<file path="config.mk">
export PLATFORM = sky130hd
export DESIGN_NAME = axilite_cfg_master
export DESIGN_NICKNAME = d
export VERILOG_FILES = /design/src/rtl/axilite_cfg_master_pkg.sv /design/src/rtl/axilite_cfg_master.sv
export SDC_FILE = /design/constraint.sdc
export NUM_CORES = 1
export LEC_CHECK = 0
export ABC_CLOCK_PERIOD_IN_PS = 2800
export BUFFER_PORTS_ARGS = -buffer_cell sky130_fd_sc_hd__buf_2
export CAP_MARGIN = 20
export CORE_UTILIZATION = 40
export CTS_CLUSTER_SIZE = 10
export DETAILED_ROUTE_END_ITERATION = 12
export PLACE_DENSITY_LB_ADDON = 0.15
export RECOVER_POWER = 25
export SLEW_MARGIN = 20
export SYNTH_ARGS = -nofsm -noshare
export SYNTH_HDL_FRONTEND = slang
export SYNTH_SLANG_ARGS = --single-unit
</file>
<file path="constraint.sdc">
create_clock -name axis_clk -period 2.8 [get_ports axis_clk]
set_clock_uncertainty 0.2 [all_clocks]
set_input_delay 0.28 -clock axis_clk [delete_from_list [all_inputs] [get_ports axis_clk]]
set_output_delay 0.28 -clock axis_clk [all_outputs]
set_load 0.02 [all_outputs]
</file>
<file path="src/rtl/axilite_cfg_master_pkg.sv">
// Shared encodings for the AXI-Lite configuration master: command ops, FSM
// states and the FIR accelerator register map.
package axilite_cfg_master_pkg;

  typedef enum logic [1:0] {
    OP_WRITE = 2'b00,
    OP_READ  = 2'b01,
    OP_POLL  = 2'b10,
    OP_RSVD  = 2'b11
  } cmd_op_e;

  typedef enum logic [2:0] {
    ST_IDLE,
    ST_WRITE,
    ST_RD_REQ,
    ST_POLL_GAP,
    ST_RESP
  } state_e;

  localparam logic [11:0] AP_CTRL  = 12'h000;
  localparam logic [11:0] DATA_LEN = 12'h010;
  localparam logic [11:0] TAP_NUM  = 12'h014;
  localparam logic [11:0] TAP_BASE = 12'h080;

  localparam logic [31:0] AP_START_MSK = 32'h1;
  localparam logic [31:0] AP_DONE_MSK  = 32'h2;
  localparam logic [31:0] AP_IDLE_MSK  = 32'h4;

  // The reserved encoding behaves as a plain READ.
  function automatic cmd_op_e decode_op(input logic [1:0] op);
    case (op)
      2'b00:   return OP_WRITE;
      2'b10:   return OP_POLL;
      default: return OP_READ;
    endcase
  endfunction

endpackage

</file>
<file path="src/rtl/axilite_cfg_master.sv">
// AXI-Lite initiator turning single WRITE/READ/POLL commands into bus
// transactions, returning one response per command.
module axilite_cfg_master
  import axilite_cfg_master_pkg::*;
#(
  parameter int pADDR_WIDTH = 12,
  parameter int pDATA_WIDTH = 32,
  parameter int pPOLL_MAX   = 1024,
  parameter int pPOLL_GAP   = 4
) (
  input  logic                   axis_clk,
  input  logic                   axis_rst_n,
  input  logic                   cmd_valid,
  output logic                   cmd_ready,
  input  logic [1:0]             cmd_op,
  input  logic [pADDR_WIDTH-1:0] cmd_addr,
  input  logic [pDATA_WIDTH-1:0] cmd_data,
  input  logic [pDATA_WIDTH-1:0] cmd_mask,
  output logic                   rsp_valid,
  input  logic                   rsp_ready,
  output logic [pDATA_WIDTH-1:0] rsp_data,
  output logic                   rsp_timeout,
  output logic                   awvalid,
  input  logic                   awready,
  output logic [pADDR_WIDTH-1:0] awaddr,
  output logic                   wvalid,
  input  logic                   wready,
  output logic [pDATA_WIDTH-1:0] wdata,
  output logic                   arvalid,
  input  logic                   arready,
  output logic [pADDR_WIDTH-1:0] araddr,
  input  logic                   rvalid,
  output logic                   rready,
  input  logic [pDATA_WIDTH-1:0] rdata
);

  localparam int CNT_W = $clog2(pPOLL_MAX + 1);
  localparam int GAP_W = (pPOLL_GAP > 1) ? $clog2(pPOLL_GAP) : 1;

  state_e                 state_q,       state_d;
  cmd_op_e                op_q,          op_d;
  logic [pADDR_WIDTH-1:0] addr_q,        addr_d;
  logic [pDATA_WIDTH-1:0] data_q,        data_d;
  logic [pDATA_WIDTH-1:0] mask_q,        mask_d;
  logic                   awvalid_q,     awvalid_d;
  logic [pADDR_WIDTH-1:0] awaddr_q,      awaddr_d;
  logic                   wvalid_q,      wvalid_d;
  logic [pDATA_WIDTH-1:0] wdata_q,       wdata_d;
  logic                   aw_done_q,     aw_done_d;
  logic                   w_done_q,      w_done_d;
  logic                   arvalid_q,     arvalid_d;
  logic [pADDR_WIDTH-1:0] araddr_q,      araddr_d;
  logic                   rready_q,      rready_d;
  logic                   ar_done_q,     ar_done_d;
  logic                   r_done_q,      r_done_d;
  logic [pDATA_WIDTH-1:0] rsp_data_q,    rsp_data_d;
  logic                   rsp_timeout_q, rsp_timeout_d;
  logic [CNT_W-1:0]       cnt_q,         cnt_d;
  logic [GAP_W-1:0]       gap_q,         gap_d;

  logic ar_hs;
  logic poll_hit;

  assign ar_hs    = arvalid_q & arready;
  assign poll_hit = ((rsp_data_q & mask_q) == (data_q & mask_q));

  always_comb begin
    state_d       = state_q;
    op_d          = op_q;
    addr_d        = addr_q;
    data_d        = data_q;
    mask_d        = mask_q;
    awvalid_d     = awvalid_q;
    awaddr_d      = awaddr_q;
    wvalid_d      = wvalid_q;
    wdata_d       = wdata_q;
    aw_done_d     = aw_done_q;
    w_done_d      = w_done_q;
    arvalid_d     = arvalid_q;
    araddr_d      = araddr_q;
    rready_d      = rready_q;
    ar_done_d     = ar_done_q;
    r_done_d      = r_done_q;
    rsp_data_d    = rsp_data_q;
    rsp_timeout_d = rsp_timeout_q;
    cnt_d         = cnt_q;
    gap_d         = gap_q;

    case (state_q)
      ST_IDLE: begin
        cnt_d = '0;
        if (cmd_valid) begin
          op_d          = decode_op(cmd_op);
          addr_d        = cmd_addr;
          data_d        = cmd_data;
          mask_d        = cmd_mask;
          rsp_timeout_d = 1'b0;
          aw_done_d     = 1'b0;
          w_done_d      = 1'b0;
          ar_done_d     = 1'b0;
          r_done_d      = 1'b0;
          if (decode_op(cmd_op) == OP_WRITE) begin
            awvalid_d = 1'b1;
            awaddr_d  = cmd_addr;
            wvalid_d  = 1'b1;
            wdata_d   = cmd_data;
            state_d   = ST_WRITE;
          end else begin
            arvalid_d = 1'b1;
            araddr_d  = cmd_addr;
            rready_d  = 1'b1;
            cnt_d     = CNT_W'(1);
            state_d   = ST_RD_REQ;
          end
        end
      end

      // AW and W complete independently, in either order.
      ST_WRITE: begin
        if (awvalid_q && awready) begin
          awvalid_d = 1'b0;
          awaddr_d  = '0;
          aw_done_d = 1'b1;
        end
        if (wvalid_q && wready) begin
          wvalid_d = 1'b0;
          wdata_d  = '0;
          w_done_d = 1'b1;
        end
        if (aw_done_q && w_done_q) begin
          rsp_data_d = '0;
          state_d    = ST_RESP;
        end
      end

      // R beats arriving before the address is accepted are not data.
      ST_RD_REQ: begin
        if (ar_hs) begin
          arvalid_d = 1'b0;
          araddr_d  = '0;
          ar_done_d = 1'b1;
        end
        if (rready_q && rvalid && (ar_done_q || ar_hs)) begin
          rready_d   = 1'b0;
          rsp_data_d = rdata;
          r_done_d   = 1'b1;
        end
        if (r_done_q) begin
          r_done_d  = 1'b0;
          ar_done_d = 1'b0;
          if (op_q != OP_POLL || poll_hit) begin
            state_d = ST_RESP;
          end else if (cnt_q == CNT_W'(pPOLL_MAX)) begin
            rsp_timeout_d = 1'b1;
            state_d       = ST_RESP;
          end else begin
            gap_d   = '0;
            state_d = ST_POLL_GAP;
          end
        end
      end

      ST_POLL_GAP: begin
        if (gap_q == GAP_W'(pPOLL_GAP - 1)) begin
          arvalid_d = 1'b1;
          araddr_d  = addr_q;
          rready_d  = 1'b1;
          cnt_d     = cnt_q + CNT_W'(1);
          state_d   = ST_RD_REQ;
        end else begin
          gap_d = gap_q + GAP_W'(1);
        end
      end

      ST_RESP: begin
        if (rsp_ready) begin
          rsp_timeout_d = 1'b0;
          state_d       = ST_IDLE;
        end
      end

      default: state_d = ST_IDLE;
    endcase
  end

  always_ff @(posedge axis_clk) begin
    if (!axis_rst_n) begin
      state_q       <= ST_IDLE;
      op_q          <= OP_WRITE;
      addr_q        <= '0;
      data_q        <= '0;
      mask_q        <= '0;
      awvalid_q     <= 1'b0;
      awaddr_q      <= '0;
      wvalid_q      <= 1'b0;
      wdata_q       <= '0;
      aw_done_q     <= 1'b0;
      w_done_q      <= 1'b0;
      arvalid_q     <= 1'b0;
      araddr_q      <= '0;
      rready_q      <= 1'b0;
      ar_done_q     <= 1'b0;
      r_done_q      <= 1'b0;
      rsp_data_q    <= '0;
      rsp_timeout_q <= 1'b0;
      cnt_q         <= '0;
      gap_q         <= '0;
    end else begin
      state_q       <= state_d;
      op_q          <= op_d;
      addr_q        <= addr_d;
      data_q        <= data_d;
      mask_q        <= mask_d;
      awvalid_q     <= awvalid_d;
      awaddr_q      <= awaddr_d;
      wvalid_q      <= wvalid_d;
      wdata_q       <= wdata_d;
      aw_done_q     <= aw_done_d;
      w_done_q      <= w_done_d;
      arvalid_q     <= arvalid_d;
      araddr_q      <= araddr_d;
      rready_q      <= rready_d;
      ar_done_q     <= ar_done_d;
      r_done_q      <= r_done_d;
      rsp_data_q    <= rsp_data_d;
      rsp_timeout_q <= rsp_timeout_d;
      cnt_q         <= cnt_d;
      gap_q         <= gap_d;
    end
  end

  assign cmd_ready   = (state_q == ST_IDLE);
  assign rsp_valid   = (state_q == ST_RESP);
  assign rsp_data    = rsp_data_q;
  assign rsp_timeout = rsp_timeout_q;
  assign awvalid     = awvalid_q;
  assign awaddr      = awaddr_q;
  assign wvalid      = wvalid_q;
  assign wdata       = wdata_q;
  assign arvalid     = arvalid_q;
  assign araddr      = araddr_q;
  assign rready      = rready_q;

endmodule

</file>
# Yosys cells after proc, flatten, opt, wreduce, memory -nomap -nowiden
# Cells that the tools add are included.
# W data, S select, Z words.
# totals
register_bits	191
latch_bits	0
ram_bits	0
mem_bits_ro	0
input_bits	118
out_inout_bits	95
elab_cells	147
n_memories	0
# op_classes
n_addsub	2
n_mul	0
n_div	0
magnitude_cmp	0
eq_ne	25
shift	0
mux	66
n_bitwise	3
reduce_logical	31
# ops
cell	n
$mux W32	5
$pmux W32 S2	2
$mux W12	7
$and A32 B32 Y32	2
$pmux W12 S3	1
$eq A32 B32 Y1	1
$ne A2 B2 Y1 const B	14
$pmux W12 S2	1
$mux W1	22
$pmux W11 S2	1
$mux W3	7
$reduce_and A5 Y1	4
$pmux W3 S5	1
$mux W2	7
$pmux W1 S2	6
$reduce_and A3 Y1	4
$add A11 B1 Y11 const B	1
$eq A11 B11 Y1 const B	1
$mux W11	1
$reduce_bool A2 Y1	5
$pmux W1 S3	3
$pmux W2 S2	2
$reduce_and A4 Y1	2
$eq A3 B2 Y1 const B	2
other kinds (14)	25

# Logic depth before layout (Yosys ltp)
# depth
depth_word	8
mapped_depth	8

# Worst setup path after synthesis
# OpenSTA, ideal clock, no wires.
# synth_path
path_type	reg-to-reg
from	register rsp_data_q[23], in the netlist rsp_data[23]
to	register state_q[1]
arrival_ps	1706
t_required_ps	2475
path_slack_ps	769
path_stages_with_launch	7
n_path_buf	0
synth_period_minus_slack_ps	2031
path_cell_list	dfxtp_1 > xor2_1 > a22oi_1 > nand4_1 > nor4_4 > nor2_2 > o41a_1
# synth_between
elab_chain_cells	6
# synth_lines
element	line_no	rtl
start: declaration	axilite_cfg_master.sv:56	logic [pDATA_WIDTH-1:0] rsp_data_q, rsp_data_d;
start signal: assignment	axilite_cfg_master.sv:225	rsp_data_q <= rsp_data_d;
$and A32 B32 Y32	axilite_cfg_master.sv:65	assign poll_hit = ((rsp_data_q & mask_q) == (data_q & mask_q));
$eq A32 B32 Y1	axilite_cfg_master.sv:65	
$logic_or A1 B1 Y1	axilite_cfg_master.sv:151	if (op_q != OP_POLL || poll_hit) begin
$mux W3	axilite_cfg_master.sv:151	
$mux W3	axilite_cfg_master.sv:148	if (r_done_q) begin
$pmux W3 S5	axilite_cfg_master.sv:89	case (state_q)
end signal: assignment	axilite_cfg_master.sv:209	state_q <= state_d;
end: declaration	axilite_cfg_master.sv:40	state_e state_q, state_d;
# No other way between the ends. The select of a mux whose other input is x is not followed.
# A chain may end at the register's enable or synchronous reset.

# Final worst setup path
# layout_path
from	register state_q[1]
to	register wdata_q[29], in the netlist wdata[29]
# layout_between
elab_chain_cells	3
elab_cells_between_ends	8
classes_between	eq/ne: 4; mux: 1; reduce/logical: 3
# layout_lines
element	line_no	rtl
$eq A3 B1 Y1 or $logic_not A3 Y1 (tied branches)	axilite_cfg_master.sv:89	
$ne A2 B2 Y1 (no line), or another cell as far along	-	
$reduce_and A4 Y1 (no line)	-	
end signal: assignment	axilite_cfg_master.sv:217	wdata_q <= wdata_d;
end: declaration	axilite_cfg_master.sv:48	logic [pDATA_WIDTH-1:0] wdata_q, wdata_d;
# Parallel ways exist; a longest one is shown, timed or not.

==> results.ini <==
[place]
dp_cells=1314
numPortBuffers=212
dp_hpwl_mm=15.7
gp_congestion=0.835

[grt]
antenna_found_initial=0
overflow=0
grt_pass1_wl_mm=37.0
grt_start_max_net_pins=81
grt_use_total_pct=24.1
first_global_vias=6930

[yosys]
ys_top_cells_by_area=dfxtp_1, nand2_1, a21oi_1
ys_ff_latch=191
synth_area_per_cell_sq_um=8.33
synth_top_area_share_pct=50.3
synth.distinct_cells=52
syn-cell-area_sq_um=7600
synthFlopType=dfxtp_1
synth_edf_count=0
yosysTopAreaCell=dfxtp_1
async_flop_share_pct=0
syn_inst=913
synth_nets=1034
yosysWarnings=0
ys_seq_area_share_pct=50.3

[worst_setup_path]
critical_path_class=reg -> reg
cp-end-kind=flop
required_ps=2970
cp_top_family=flip-flops
arrival_ps=2570
cp_max_fo=20
path_cells=or3_1 -> inv_2 -> and2_4 -> o21ai_2 -> buf_12 -> a22oi_1 -> nor2_1
r2r_slack_ps=400
slowest_delay_ps=620
crit_slowest_cell=dfxtp_1
cp_num_buf_inv=2
start_kind=flop

[routing]
post_drt_wl_per_cell_um=16.3
drtAntennaViolNets=0
firstDrtPassIters=5
drt_iter0_drc=598
drc=0
post_drt_via_cell_ratio=5.12
finalWirelength_mm=23.7
num_vias=7464

[clock_network]
cts_buffers=17
cts_tree=done
cts_setup_buffers=0
clock-sinks=191
htree_levels=4
clk_path_buf_depth=2
cts.clk_slew.worst_paths_ps=70
cts_resized=0
root_buffer=clkbuf_16
clock_latency_ps=430
postCtsHoldBufs=112

[job]
maxCapViolCount=0

[power_and_ir_drop]
ir_drop_mv=0.497
p_leak_uw=0.00435
power_density_nw_per_um2=773

[die]
rows=50
die_w_um=140
io_pins=213
start_util_pct=40.8
core_area_sq_um=18600
die_y_um=140
dieArea_sq_um=19600

[timing]
rsz0062_at_grt=false
slew_headroom_pct=48.6
tightestPinTransition_ps=771
slew_viol_final=0
timing_hold_violations_final=0
hold_slack_ps=41.0
final-setup-viol-count=0
fmax_mhz=416
min_period_over_period_pct=85.8
layout_min_cycle_time_ps=2400
finalSetupTns_ps=0

[run_status]
outcome=finished, final reports clean

[layout]
drive_gt1_share_pct=17.2
final_cell_mix=nand2_1, dfxtp_1, buf_2
final_common_cell=nand2_1
nets=1332
final_util_pct=56.6
antenna_cells=0
syn_to_final_growth_pct=38.8
final_cells=1458

[hold_path]
hold_class=in -> reg

[final timing paths]
check	depth (start not counted)	startpoint	endpoint
worst max-delay path	7	state_q[1]	wdata[29]
worst min-delay path	3	arready	arvalid
worst max register to register	7	state_q[1]	wdata[29]
worst min register to register	2	mask_q[11]	mask_q[11]
[worst reg2reg max path, cell delays in order (launching register included)]
cell,delay [ps]
dfxtp_1,620
or3_1,240
inv_2,80
and2_4,240
o21ai_2,540
buf_12,240
a22oi_1,90
nor2_1,90
[per-stage QoR]
step	cell area (sq um)	total power (uW)	setup slack, ps
final	10600	8150	399
after global routing	10600	8580	206
after CTS	10600	8240	404
after detailed placement	8880	5520	446
after global placement	8880	5510	447
after floorplan	7600	4770	769
[logic make-up (layout without fill, tap and decap cells)]
family	after synthesis	after routing	synth area share, %
flip-flops	191	191	50.3
AND/OR/NAND/NOR	386	386	21.8
multiplexers	2	2	0.263
XOR/XNOR	41	41	4.72
adder cells (fa/ha/maj)	3	3	0.494
AO/OA/AOI/OAI	221	221	18.3
buffers and inverters	69	380	4.13
[synthesized netlist by cell type, types with 3 or more instances]
library cell  instances
xnor2_1               3
nand2_1             210
dfxtp_1             191
ha_1                  3
buf_4                 7
nor2_1               83
inv_1                 3
o221a_2               3
xor2_1               38
buf_2                23
nor2b_1               5
nand2b_1              3
a22oi_1              60
a311oi_1             12
nand4_1               6
o21ai_0               4
clkbuf_1             32
o21ai_2               3
a21oi_1             124
and3_1                6
nand3_1              51
nor4_1                3
[where the power goes]
| group | switching, uW | total (uW) | internal, uW |
|---|---|---|---|
| logic | 1460 | 2250 | 797 |
| clock network | 1140 | 2600 | 1470 |
| registers | 227 | 3300 | 3070 |
[cell type report]
type | count | area, sq um
well taps | 234 | 293
clock inverters | 14 | 201
multi-input cells | 653 | 3470
repair buffers | 343 | 2300
inverters | 5 | 23.8
fillers | 1754 | 8090
flip-flops and latches | 191 | 3820
clock buffers | 18 | 439
[registers in the layout, indices dropped and copies added, names as in the netlist]
| name | count |
|---|---|
| wdata | 32 |
| state_q | 3 |
| r_done_q | 1 |
| addr_q | 12 |
| rsp_data | 32 |
| araddr | 12 |
| w_done_q | 1 |
| rsp_timeout | 1 |
| wvalid | 1 |
| cnt_q | 11 |
| awvalid | 1 |
| ar_done_q | 1 |
| data_q | 32 |
| arvalid | 1 |
| rready | 1 |
| op_q | 2 |
| awaddr | 12 |
| mask_q | 32 |
| aw_done_q | 1 |
| gap_q | 2 |
[metal layers]
layer / routed length [um] / part of all wire [%] / GRT usage [%] / up-vias
li1: - / - / - / 3725
met1: 11100 / 47 / 33.3 / 3422
met2: 10400 / 44 / 35.8 / 266
met3: 1490 / 6.3 / 5.47 / 51
met4: 741 / 3.1 / 10.8 / 0
met5: 0 / 0 / 0 / -
Power figures use the tool's default switching activity.
